File: src/rtl/issue_pkg.sv
// Shared stage encodings and constants for the instruction issue unit.
package issue_pkg;
   typedef enum logic [2:0] {
      STG_FETCH  = 3'd0,
      STG_DECODE = 3'd1,
      STG_EXEC   = 3'd2,
      STG_MEM    = 3'd3,
      STG_WB     = 3'd4
   } stage_t;

   localparam int          PC_INC       = 4;
   localparam logic [31:0] NOP_WORD_DEF = 32'h0000_0000;
endpackage

File: src/rtl/pc_sequencer.sv
// Next-PC selection resolved in Execute: sequential PC+4 or word-aligned branch target.
// Fault latches any misaligned taken target until reset.
module pc_sequencer
   import issue_pkg::*;
#(
   parameter int                ADDR_W   = 32,
   parameter logic [ADDR_W-1:0] RESET_PC = '0
) (
   input  logic              clk,
   input  logic              rst,
   input  logic              resolve,
   input  logic              branch_taken,
   input  logic [ADDR_W-1:0] branch_target,
   input  logic [ADDR_W-1:0] pc,
   output logic [ADDR_W-1:0] next_pc,
   output logic              fault
);
   logic [ADDR_W-1:0] aligned_target;
   logic [ADDR_W-1:0] selected;
   logic              misaligned;

   always_comb begin
      aligned_target = {branch_target[ADDR_W-1:2], 2'b00};
      misaligned     = |branch_target[1:0];
      selected       = branch_taken ? aligned_target : pc + ADDR_W'(PC_INC);
   end

   always_ff @(posedge clk or posedge rst) begin
      if (rst) begin
         next_pc <= RESET_PC;
         fault   <= 1'b0;
      end else if (resolve) begin
         next_pc <= selected;
         if (branch_taken && misaligned)
            fault <= 1'b1;
      end
   end
endmodule

File: src/rtl/instruction_issue_unit.sv
// Fetches ROM words and holds each one for a 5-stage pass, driving Stage/PC/Retire.
// Build option ISSUE_PREFETCH_EN: fetch next-PC during Memory into a one-entry buffer.
module instruction_issue_unit
   import issue_pkg::*;
#(
   parameter int                ADDR_W   = 32,
   parameter logic [ADDR_W-1:0] RESET_PC = '0,
   parameter logic [31:0]       NOP_WORD = NOP_WORD_DEF
) (
   input  logic              Clock,
   input  logic              Reset,
   output logic [ADDR_W-1:0] ROM_Addr,
   output logic              ROM_Read,
   input  logic [31:0]       ROM_Data,
   input  logic              ROM_Ack,
   input  logic              Hold,
   input  logic              Branch_Taken,
   input  logic [ADDR_W-1:0] Branch_Target,
   output logic [31:0]       Instruction,
   output logic              Instruction_Valid,
   output logic [2:0]        Stage,
   output logic [ADDR_W-1:0] PC,
   output logic              Retire,
   output logic              Fault
);
   stage_t            stage, stage_nxt;
   logic              captured;
   logic              word_in;
   logic              word_rdy;
   logic              resolve;
   logic [31:0]       fetch_dat;
   logic [ADDR_W-1:0] next_pc;
`ifdef ISSUE_PREFETCH_EN
   logic              buf_vld;
   logic [31:0]       buf_dat;
`endif

   assign word_in = ROM_Read && ROM_Ack;
   assign resolve = (stage == STG_EXEC) && !Hold;
   assign Stage   = stage;

`ifdef ISSUE_PREFETCH_EN
   // A prefetch targets next-PC; once in Fetch, PC already equals that address.
   assign word_rdy  = word_in || buf_vld;
   assign fetch_dat = buf_vld ? buf_dat : ROM_Data;
   assign ROM_Addr  = (stage == STG_FETCH) ? PC : next_pc;
`else
   assign word_rdy  = word_in;
   assign fetch_dat = ROM_Data;
   assign ROM_Addr  = PC;
`endif

   pc_sequencer #(
      .ADDR_W   (ADDR_W),
      .RESET_PC (RESET_PC)
   ) u_pc_seq (
      .clk           (Clock),
      .rst           (Reset),
      .resolve       (resolve),
      .branch_taken  (Branch_Taken),
      .branch_target (Branch_Target),
      .pc            (PC),
      .next_pc       (next_pc),
      .fault         (Fault)
   );

   always_ff @(posedge Clock or posedge Reset) begin
      if (Reset) stage <= STG_FETCH;
      else       stage <= stage_nxt;
   end

   always_comb begin
      stage_nxt = stage;
      case (stage)
         STG_FETCH:  if (!Hold && (captured || word_rdy)) stage_nxt = STG_DECODE;
         STG_DECODE: if (!Hold) stage_nxt = STG_EXEC;
         STG_EXEC:   if (!Hold) stage_nxt = STG_MEM;
         STG_MEM:    if (!Hold) stage_nxt = STG_WB;
         STG_WB:     if (!Hold) stage_nxt = STG_FETCH;
         default:    stage_nxt = STG_FETCH;
      endcase
   end

   always_ff @(posedge Clock or posedge Reset) begin
      if (Reset) begin
         PC                <= RESET_PC;
         Instruction       <= NOP_WORD;
         Instruction_Valid <= 1'b0;
         ROM_Read          <= 1'b0;
         Retire            <= 1'b0;
         captured          <= 1'b0;
`ifdef ISSUE_PREFETCH_EN
         buf_vld           <= 1'b0;
         buf_dat           <= '0;
`endif
      end else begin
         Retire <= 1'b0;
         case (stage)
            STG_FETCH: begin
               if (captured) begin
                  if (!Hold) captured <= 1'b0;
               end else if (word_rdy) begin
                  Instruction       <= fetch_dat;
                  Instruction_Valid <= 1'b1;
                  ROM_Read          <= 1'b0;
                  captured          <= Hold;
`ifdef ISSUE_PREFETCH_EN
                  buf_vld           <= 1'b0;
`endif
               end else if (!ROM_Read) begin
                  // Only after reset or recovery; normal passes request on the WriteBack edge.
                  ROM_Read <= 1'b1;
               end
            end
            STG_DECODE: ;
            STG_EXEC: begin
`ifdef ISSUE_PREFETCH_EN
               if (!Hold && !Branch_Taken) ROM_Read <= 1'b1;
`endif
            end
            STG_MEM: begin
`ifdef ISSUE_PREFETCH_EN
               if (word_in) begin
                  buf_dat  <= ROM_Data;
                  buf_vld  <= 1'b1;
                  ROM_Read <= 1'b0;
               end
`endif
            end
            STG_WB: begin
`ifdef ISSUE_PREFETCH_EN
               if (word_in) begin
                  buf_dat  <= ROM_Data;
                  buf_vld  <= 1'b1;
                  ROM_Read <= 1'b0;
               end
`endif
               if (!Hold) begin
                  PC                <= next_pc;
                  Retire            <= 1'b1;
                  Instruction_Valid <= 1'b0;
                  Instruction       <= NOP_WORD;
`ifdef ISSUE_PREFETCH_EN
                  if (!buf_vld && !ROM_Read) ROM_Read <= 1'b1;
`else
                  ROM_Read          <= 1'b1;
`endif
               end
            end
            default: begin
               Instruction_Valid <= 1'b0;
               Instruction       <= NOP_WORD;
               captured          <= 1'b0;
               ROM_Read          <= 1'b1;
            end
         endcase
      end
   end
endmodule
File: config.mk
export PLATFORM = sky130hd
export DESIGN_NAME = instruction_issue_unit
export DESIGN_NICKNAME = d
export VERILOG_FILES = /design/src/rtl/issue_pkg.sv /design/src/rtl/pc_sequencer.sv /design/src/rtl/instruction_issue_unit.sv
export SDC_FILE = /design/constraint.sdc
export NUM_CORES = 1
export LEC_CHECK = 0
export CORE_ASPECT_RATIO = 1.25
export CORE_MARGIN = 10
export CORE_UTILIZATION = 60
export CTS_CLUSTER_SIZE = 20
export DETAILED_ROUTE_END_ITERATION = 7
export DONT_BUFFER_PORTS = 1
export GPL_TIMING_DRIVEN = 0
export PLACE_DENSITY_LB_ADDON = 0.15
export REMOVE_ABC_BUFFERS = 1
export SETUP_SLACK_MARGIN = 0.1
export SYNTH_ARGS = -nofsm -noshare
export SYNTH_HDL_FRONTEND = slang
export SYNTH_SLANG_ARGS = --single-unit
File: constraint.sdc
create_clock -name Clock -period 3.4 [get_ports Clock]
set_input_delay 0.17 -clock Clock [delete_from_list [all_inputs] [get_ports Clock]]
set_output_delay 0.17 -clock Clock [all_outputs]
set_load 0.005 [all_outputs]
==> results of run 1 <==
==> cells in the mapped netlist, drive strengths merged (2+ instances only) <==
library cell  number
a21oi             12
a22o              32
and3               2
buf               46
clkbuf            12
dfrtp            104
inv                5
mux2              33
mux2i              3
nand2             65
nand2b             3
nand3             15
nand4              9
nor2              18
nor3               3
nor4               2
nor4b              2
o21ai             13
o221ai            20
or2                2
xnor2             10
xor2              19
==> power by group <==
part	leakage, nW	internal (mW)	switching [mW]
clock network	0.0903	0.293	0.414
registers	1.35	1.73	0.669
logic	1.01	0.635	0.544
total	2.45	2.65	1.63
==> registers in the layout, summed over array words and instances (netlist names) <==
name               count
Instruction           32
PC                    32
u_pc_seq.next_pc      32
Stage                  3
Instruction_Valid      1
ROM_Read               1
Retire                 1
captured               1
u_pc_seq.fault         1
==> per-stage QoR <==
step	utilization	hold slack [ps]	power, mW	cells
after CTS	0.672	0.0253	4.30	547
final	0.675	16.1	4.28	549
after floorplan	-	310	3.14	382
after detailed placement	0.594	138	3.55	485
after global routing	0.675	1.41	4.60	549
after global placement	0.581	311	3.43	479
==> routing by layer <==
| metal | global-route usage | routed length [um] |
|---|---|---|
| met5 | 0 | 0 |
| met4 | 0.0618 | 157 |
| met3 | 0.0747 | 1230 |
| met2 | 0.315 | 5820 |
| met1 | 0.219 | 4410 |
==> area by class of cell <==
| type | instances | share of cell area |
|---|---|---|
| well taps | 97 | 0.0220 |
| clock inverters | 5 | 0.00702 |
| inverters | 5 | 0.00385 |
| multi-input cells | 273 | 0.366 |
| flip-flops and latches | 104 | 0.471 |
| clock buffers | 11 | 0.0256 |
| repair buffers | 54 | 0.105 |
==> kinds of logic (layout without fill, tap and decap cells) <==
logic type	count (synthesis)	in the layout	share of synthesized area
compound gates	83	83	0.137
xor+xnor	29	29	0.0508
fa+ha+maj	1	1	0.00250
buf+inv	63	75	0.0763
flops	104	104	0.520
mux	36	36	0.0803
simple gates	124	124	0.133
==> what timing repair did <==
item                      4_1_cts  5_1_grt
hold buffers                   46        2
setup buffers                   0        0
hold endpoints to repair       88        2
==> how the worst max path moves through the flow <==
stage	start	to	cells past startpoint
final	Stage[2]	u_pc_seq.next_pc[31]	5
after global routing	Stage[2]	u_pc_seq.next_pc[31]	5
after CTS	Stage[2]	u_pc_seq.next_pc[17]	5
after detailed placement	Stage[2]	u_pc_seq.next_pc[17]	5
after global placement	Stage[2]	u_pc_seq.next_pc[17]	4
after floorplan	Stage[1]	u_pc_seq.next_pc[15]	4
==> impl_metrics.yaml, run 1 <==
final_layout:
  drive_above_1_share: 0.168
  num-fill-cells: 604
  mostFrequentLayoutCell: "dfrtp_1"
  final_area_mm2: 0.00553
  final_cell_mix: "104 x dfrtp_1, 65 x nand2_1, 48 x dlygate4sd3_1"
  syn2layout_area_growth_pct: 10.6
  n_antenna_cell: 0
  multi_input_area_mm2: 0.00202
  regArea_mm2: 0.00260
  nets: 517
global_routing:
  grt_usage: 0.190
  grt-ovfl-total: 0
  first_global_vias: 3517
  grt_first_pass_wirelength_um: 18700
  antenna_found_initial: 0
  grt_max_degree: 63
clock_network:
  numCtsBuffers: 9
  htreeDepth: 3
  cts-root-buf: "clkbuf_8"
  tritoncts: "built"
  clk_latency_ps: 350
  clockBufferDepth: 2
  cts_sinks: 104
  post_cts_resized: 0
  clk_pin_slew_worst_paths_ps: 110
timing:
  slew_headroom: 0.298
  setup_slack_ps: 631
  post-route-period-util: 0.814
  min_period_ps: 2770
  drv_slew: 0
  final-hold-violation-count: 0
  timing.setup.tns_ps: 0
  fmax_ghz: 0.361
  clock_skew_ps: 20.4
  rsz0062_at_grt: "no"
  setup_viol: 0
  worst_pin_slew_ps: 1050
pwr:
  peakVddDrop_mv: 0.413
  power.density_cell_area_mw_per_mm2: 774
  p_leak_nw: 2.45
critical_path:
  r2r-end: "u_pc_seq.next_pc[31]"
  worstReg2RegStart: "Stage[2]"
  start_kind: "flip-flop"
  crit_buf_inv: 1
  cp.required_ps: 3590
  path_delay_family: "simple AND/OR/NAND/NOR gates"
  max_stage_delay_ps: 840
  arrival_ps: 2960
  r2r_cells: 5
  path_max_fanout: 45
  worst_setup_path_end_kind: "flip-flop"
  cpMaxStageDelayCell: "or2_1"
  cp_cell_sequence: "nor3b_2 > nand2b_2 > buf_12 > or2_1 > o221ai_1"
  critical_path_class: "reg -> reg"
  ff2ff_setup_slack_ps: 630
synthesis:
  synthCells: 440
  synthDominantCellAreaShare: 0.520
  synth-main-ff-cell: "dfrtp_1"
  synth_edf_count: 0
  synth.avg_cell_area_um2: 11.4
  synth_area_leader_cell: "dfrtp_1"
  synthTopCellsByArea: "dfrtp_1 52%, mux2_2 7.0%, a22o_1 5.6%"
  synthesis.area_mm2: 0.00500
  synth_cell_types: 42
  synth_seq_area_share: 0.520
  ys_ff_latch: 104
  synthArstFlopShare: 1.00
  ys_warn_count: 0
detailed_routing:
  wire_per_inst_um: 21.2
  drc: 0
  postRouteAntennaNets: 0
  dr.pass1.iters: 4
  vias: 3361
  wl_um: 11600
  via_per_inst: 6.12
  drtIter0Drc: 168
floorplanning:
  rows: 37
  start_util: 0.610
  core_mm2: 0.00819
  die-height_um: 122
  fp.dieArea_mm2: 0.0124
  die_x_um: 102
  ios: 172
placed_design:
  place_hpwl_um: 7740
  port_buffers: 0
  place_congestion: 0.721
  place_area_mm2: 0.00487
  dp_slack_ps: 652
job:
  maxCapViolations: 0
worst_hold_path:
  min_to: "u_pc_seq.next_pc[14]"
  min_path_cells: 2
  hold_path.class: "in -> reg"
  min_from: "Branch_Target[14]"
run_status:
  status: "finished, final reports clean"
Note: power is estimated with default switching activity, not from simulation.
==> run 2: changes to the inputs <==
- ABC_AREA: unset -> 1
- clock period: 3.4 -> 2.85 ns (I/O delays scaled with it)
==> impl_metrics.yaml, run 2 <==
run_status:
  status: "finished, final reports clean"
clock_network:
  numCtsBuffers: 9
  clk_pin_slew_worst_paths_ps: 100
  clk_latency_ps: 360
  cts_setup_buffers: 0
  htreeDepth: 3
  tritoncts: "built"
  clockBufferDepth: 2
  cts-root-buf: "clkbuf_8"
  cts_sinks: 104
pwr:
  peakVddDrop_mv: 0.585
  pwr-share-seq: 0.498
  switching_power_mw: 2.26
  finalPower_mw: 5.55
  p_leak_nw: 2.85
  clockPowerShare: 0.195
  swShare: 0.407
  power.internal_mw: 3.29
  comb_power_share: 0.307
  power.density_cell_area_mw_per_mm2: 942
synthesis:
  synth_area_leader_cell: "dfrtp_1"
  synthCells: 703
  synth_seq_area_share: 0.488
  synthTopCellsByArea: "dfrtp_1 49%, nand2_1 17%, nand3_1 6.9%"
  synth.most_common_cell: "nand2_1"
  yosys.area_share.adder: 0.00235
  synth_top_family_by_area: "simple AND/OR/NAND/NOR gates"
  synth_cell_types: 32
  synth-main-ff-cell: "dfrtp_1"
  synthArstFlopShare: 1.00
  synthDominantCellAreaShare: 0.488
  ys_top_cells_by_count: "245 x nand2_1, 104 x dfrtp_1, 75 x nor2_1"
  ys_warn_count: 0
  synth.avg_cell_area_um2: 7.59
  ys_ff_latch: 104
  yosys.area_share.simple: 0.310
  synthesis.area_mm2: 0.00533
  synth_xor_area_frac: 0.00821
  synth_compound_area_frac: 0.0852
  synth_mux_area_frac: 0
  synth_edf_count: 0
detailed_routing:
  drtIter0Drc: 302
  postRouteAntennaNets: 0
  dr.pass1.iters: 6
  wl_um: 14100
  drc: 0
  via_per_inst: 5.53
  vias: 4575
  wire_per_inst_um: 17.0
global_routing:
  grt_usage: 0.210
  grt-ovfl-total: 0
  antenna_found_initial: 0
  first_global_vias: 4495
  grt_max_degree: 68
  grt_first_pass_wirelength_um: 22800
critical_path:
  max_stage_delay_ps: 600
  cp_cell_sequence: "nor2_1 > nand3_2 > clkinv_1 > o211ai_1 > o21ai_0"
  crit_buf_inv: 1
  cpMaxStageDelayCell: "clkinv_1"
  worst_setup_path_end_kind: "flip-flop"
  cp.required_ps: 3090
  start_kind: "flip-flop"
  path_max_fanout: 25
  arrival_ps: 2420
  critical_path_class: "reg -> reg"
  path_delay_family: "buffers and inverters"
timing:
  post-route-period-util: 0.766
  rsz0062_at_grt: "no"
  setup_viol: 0
  clock_skew_ps: 9.95
  final-hold-violation-count: 0
  setup_slack_ps: 667
  timing.setup.tns_ps: 0
  slew_headroom: 0.418
  min_period_ps: 2180
  drv_slew: 0
  fmax_ghz: 0.458
  worst_pin_slew_ps: 872
  hold_ws_ps: 10.1
final_layout:
  syn2layout_area_growth_pct: 10.3
  nets: 773
  reg_top3: "Instruction (32), PC (32), u_pc_seq.next_pc (32)"
  n_antenna_cell: 0
  drive_above_1_share: 0.0523
  mostFrequentLayoutCell: "nand2_1"
  instances_no_fill: 828
  final_cell_mix: "244 x nand2_1, 104 x dfrtp_1, 74 x nor2_1"
floorplanning:
  rows: 38
  fp.dieArea_mm2: 0.0131
  die-height_um: 125
  start_util: 0.613
  core_mm2: 0.00870
  die_x_um: 104
  ios: 172
worst_hold_path:
  hold_path.class: "in -> reg"
placed_design:
  dp.cells: 767
  place_congestion: 0.839
  dp_slack_ps: 330
  port_buffers: 0
  place_hpwl_um: 9540
job:
  maxCapViolations: 0
## run 2: cell types whose count changed in the layout (fill, tap and decap cells not counted), moves of 17 or more
cell and change:
mux2_2 -31, a22o_1 -32, nor2_1 +57, o21ai_0 +17, nand3_1 +59, xor2_1 -19, nand2_1 +179, inv_1 +41
## run 2: per-layer routing
metal,global-route usage,routed length (um),share of wire
met5,0,0,0
met4,0.0722,284,0.020
met3,0.0910,1580,0.11
met2,0.348,6870,0.49
met1,0.237,5330,0.38
## run 2: timing repair
item | in CTS | in global routing
setup endpoints to repair | 0 | 20
endpoints found under the hold margin | 86 | 1
hold buffers | 44 | 1
resized for setup | 0 | 2
## run 2: cell type report
type                       count  area, um^2
tap                          120         150
fill                         720        2820
clock buffer                  10         128
sequential                   104        2600
inverter                      50         191
multi-input combinational    490        2170
clock inverter                 6         108
timing repair buffer          48         533
## run 2: stage by stage
stage	utilization	area, um^2
2_1_floorplan	-	4950
3_3_place_gp	0.586	5100
3_5_place_dp	0.597	5190
4_1_cts	0.675	5870
5_1_grt	0.676	5880
6_report	0.676	5880
## run 2: power by group through the flow
stage	combinational [mW]	sequential, mW	clock [mW]
6_report	1.70	2.76	1.08
3_3_place_gp	1.50	2.79	0
3_5_place_dp	1.64	2.80	0
5_1_grt	1.96	2.88	1.16
2_1_floorplan	1.28	2.58	0
4_1_cts	1.69	2.78	1.10
## run 2: kinds of logic (layout without fill, tap and decap cells)
logic type,after synthesis,in the layout
AO/OA/AOI/OAI,78,78
XOR/XNOR,5,5
adder cells (fa/ha/maj),1,1
buffers and inverters,109,114
flip-flops,104,104
AND/OR/NAND/NOR,406,406
## run 2: path summary, 6_finish.rpt
check                                      from                  end  slack [ps]  depth (start not counted)
max                                    Stage[2]  u_pc_seq.next_pc[2]         670                          5
min                            Branch_Target[9]  u_pc_seq.next_pc[9]          10                          2
max reg2reg                            Stage[2]  u_pc_seq.next_pc[2]         670                          5
min reg2reg                u_pc_seq.next_pc[16]               PC[16]         470                          2
max in group asynchronous                 Reset               PC[19]        1890                          3
min in group asynchronous                 Reset      Instruction[11]         290                          2
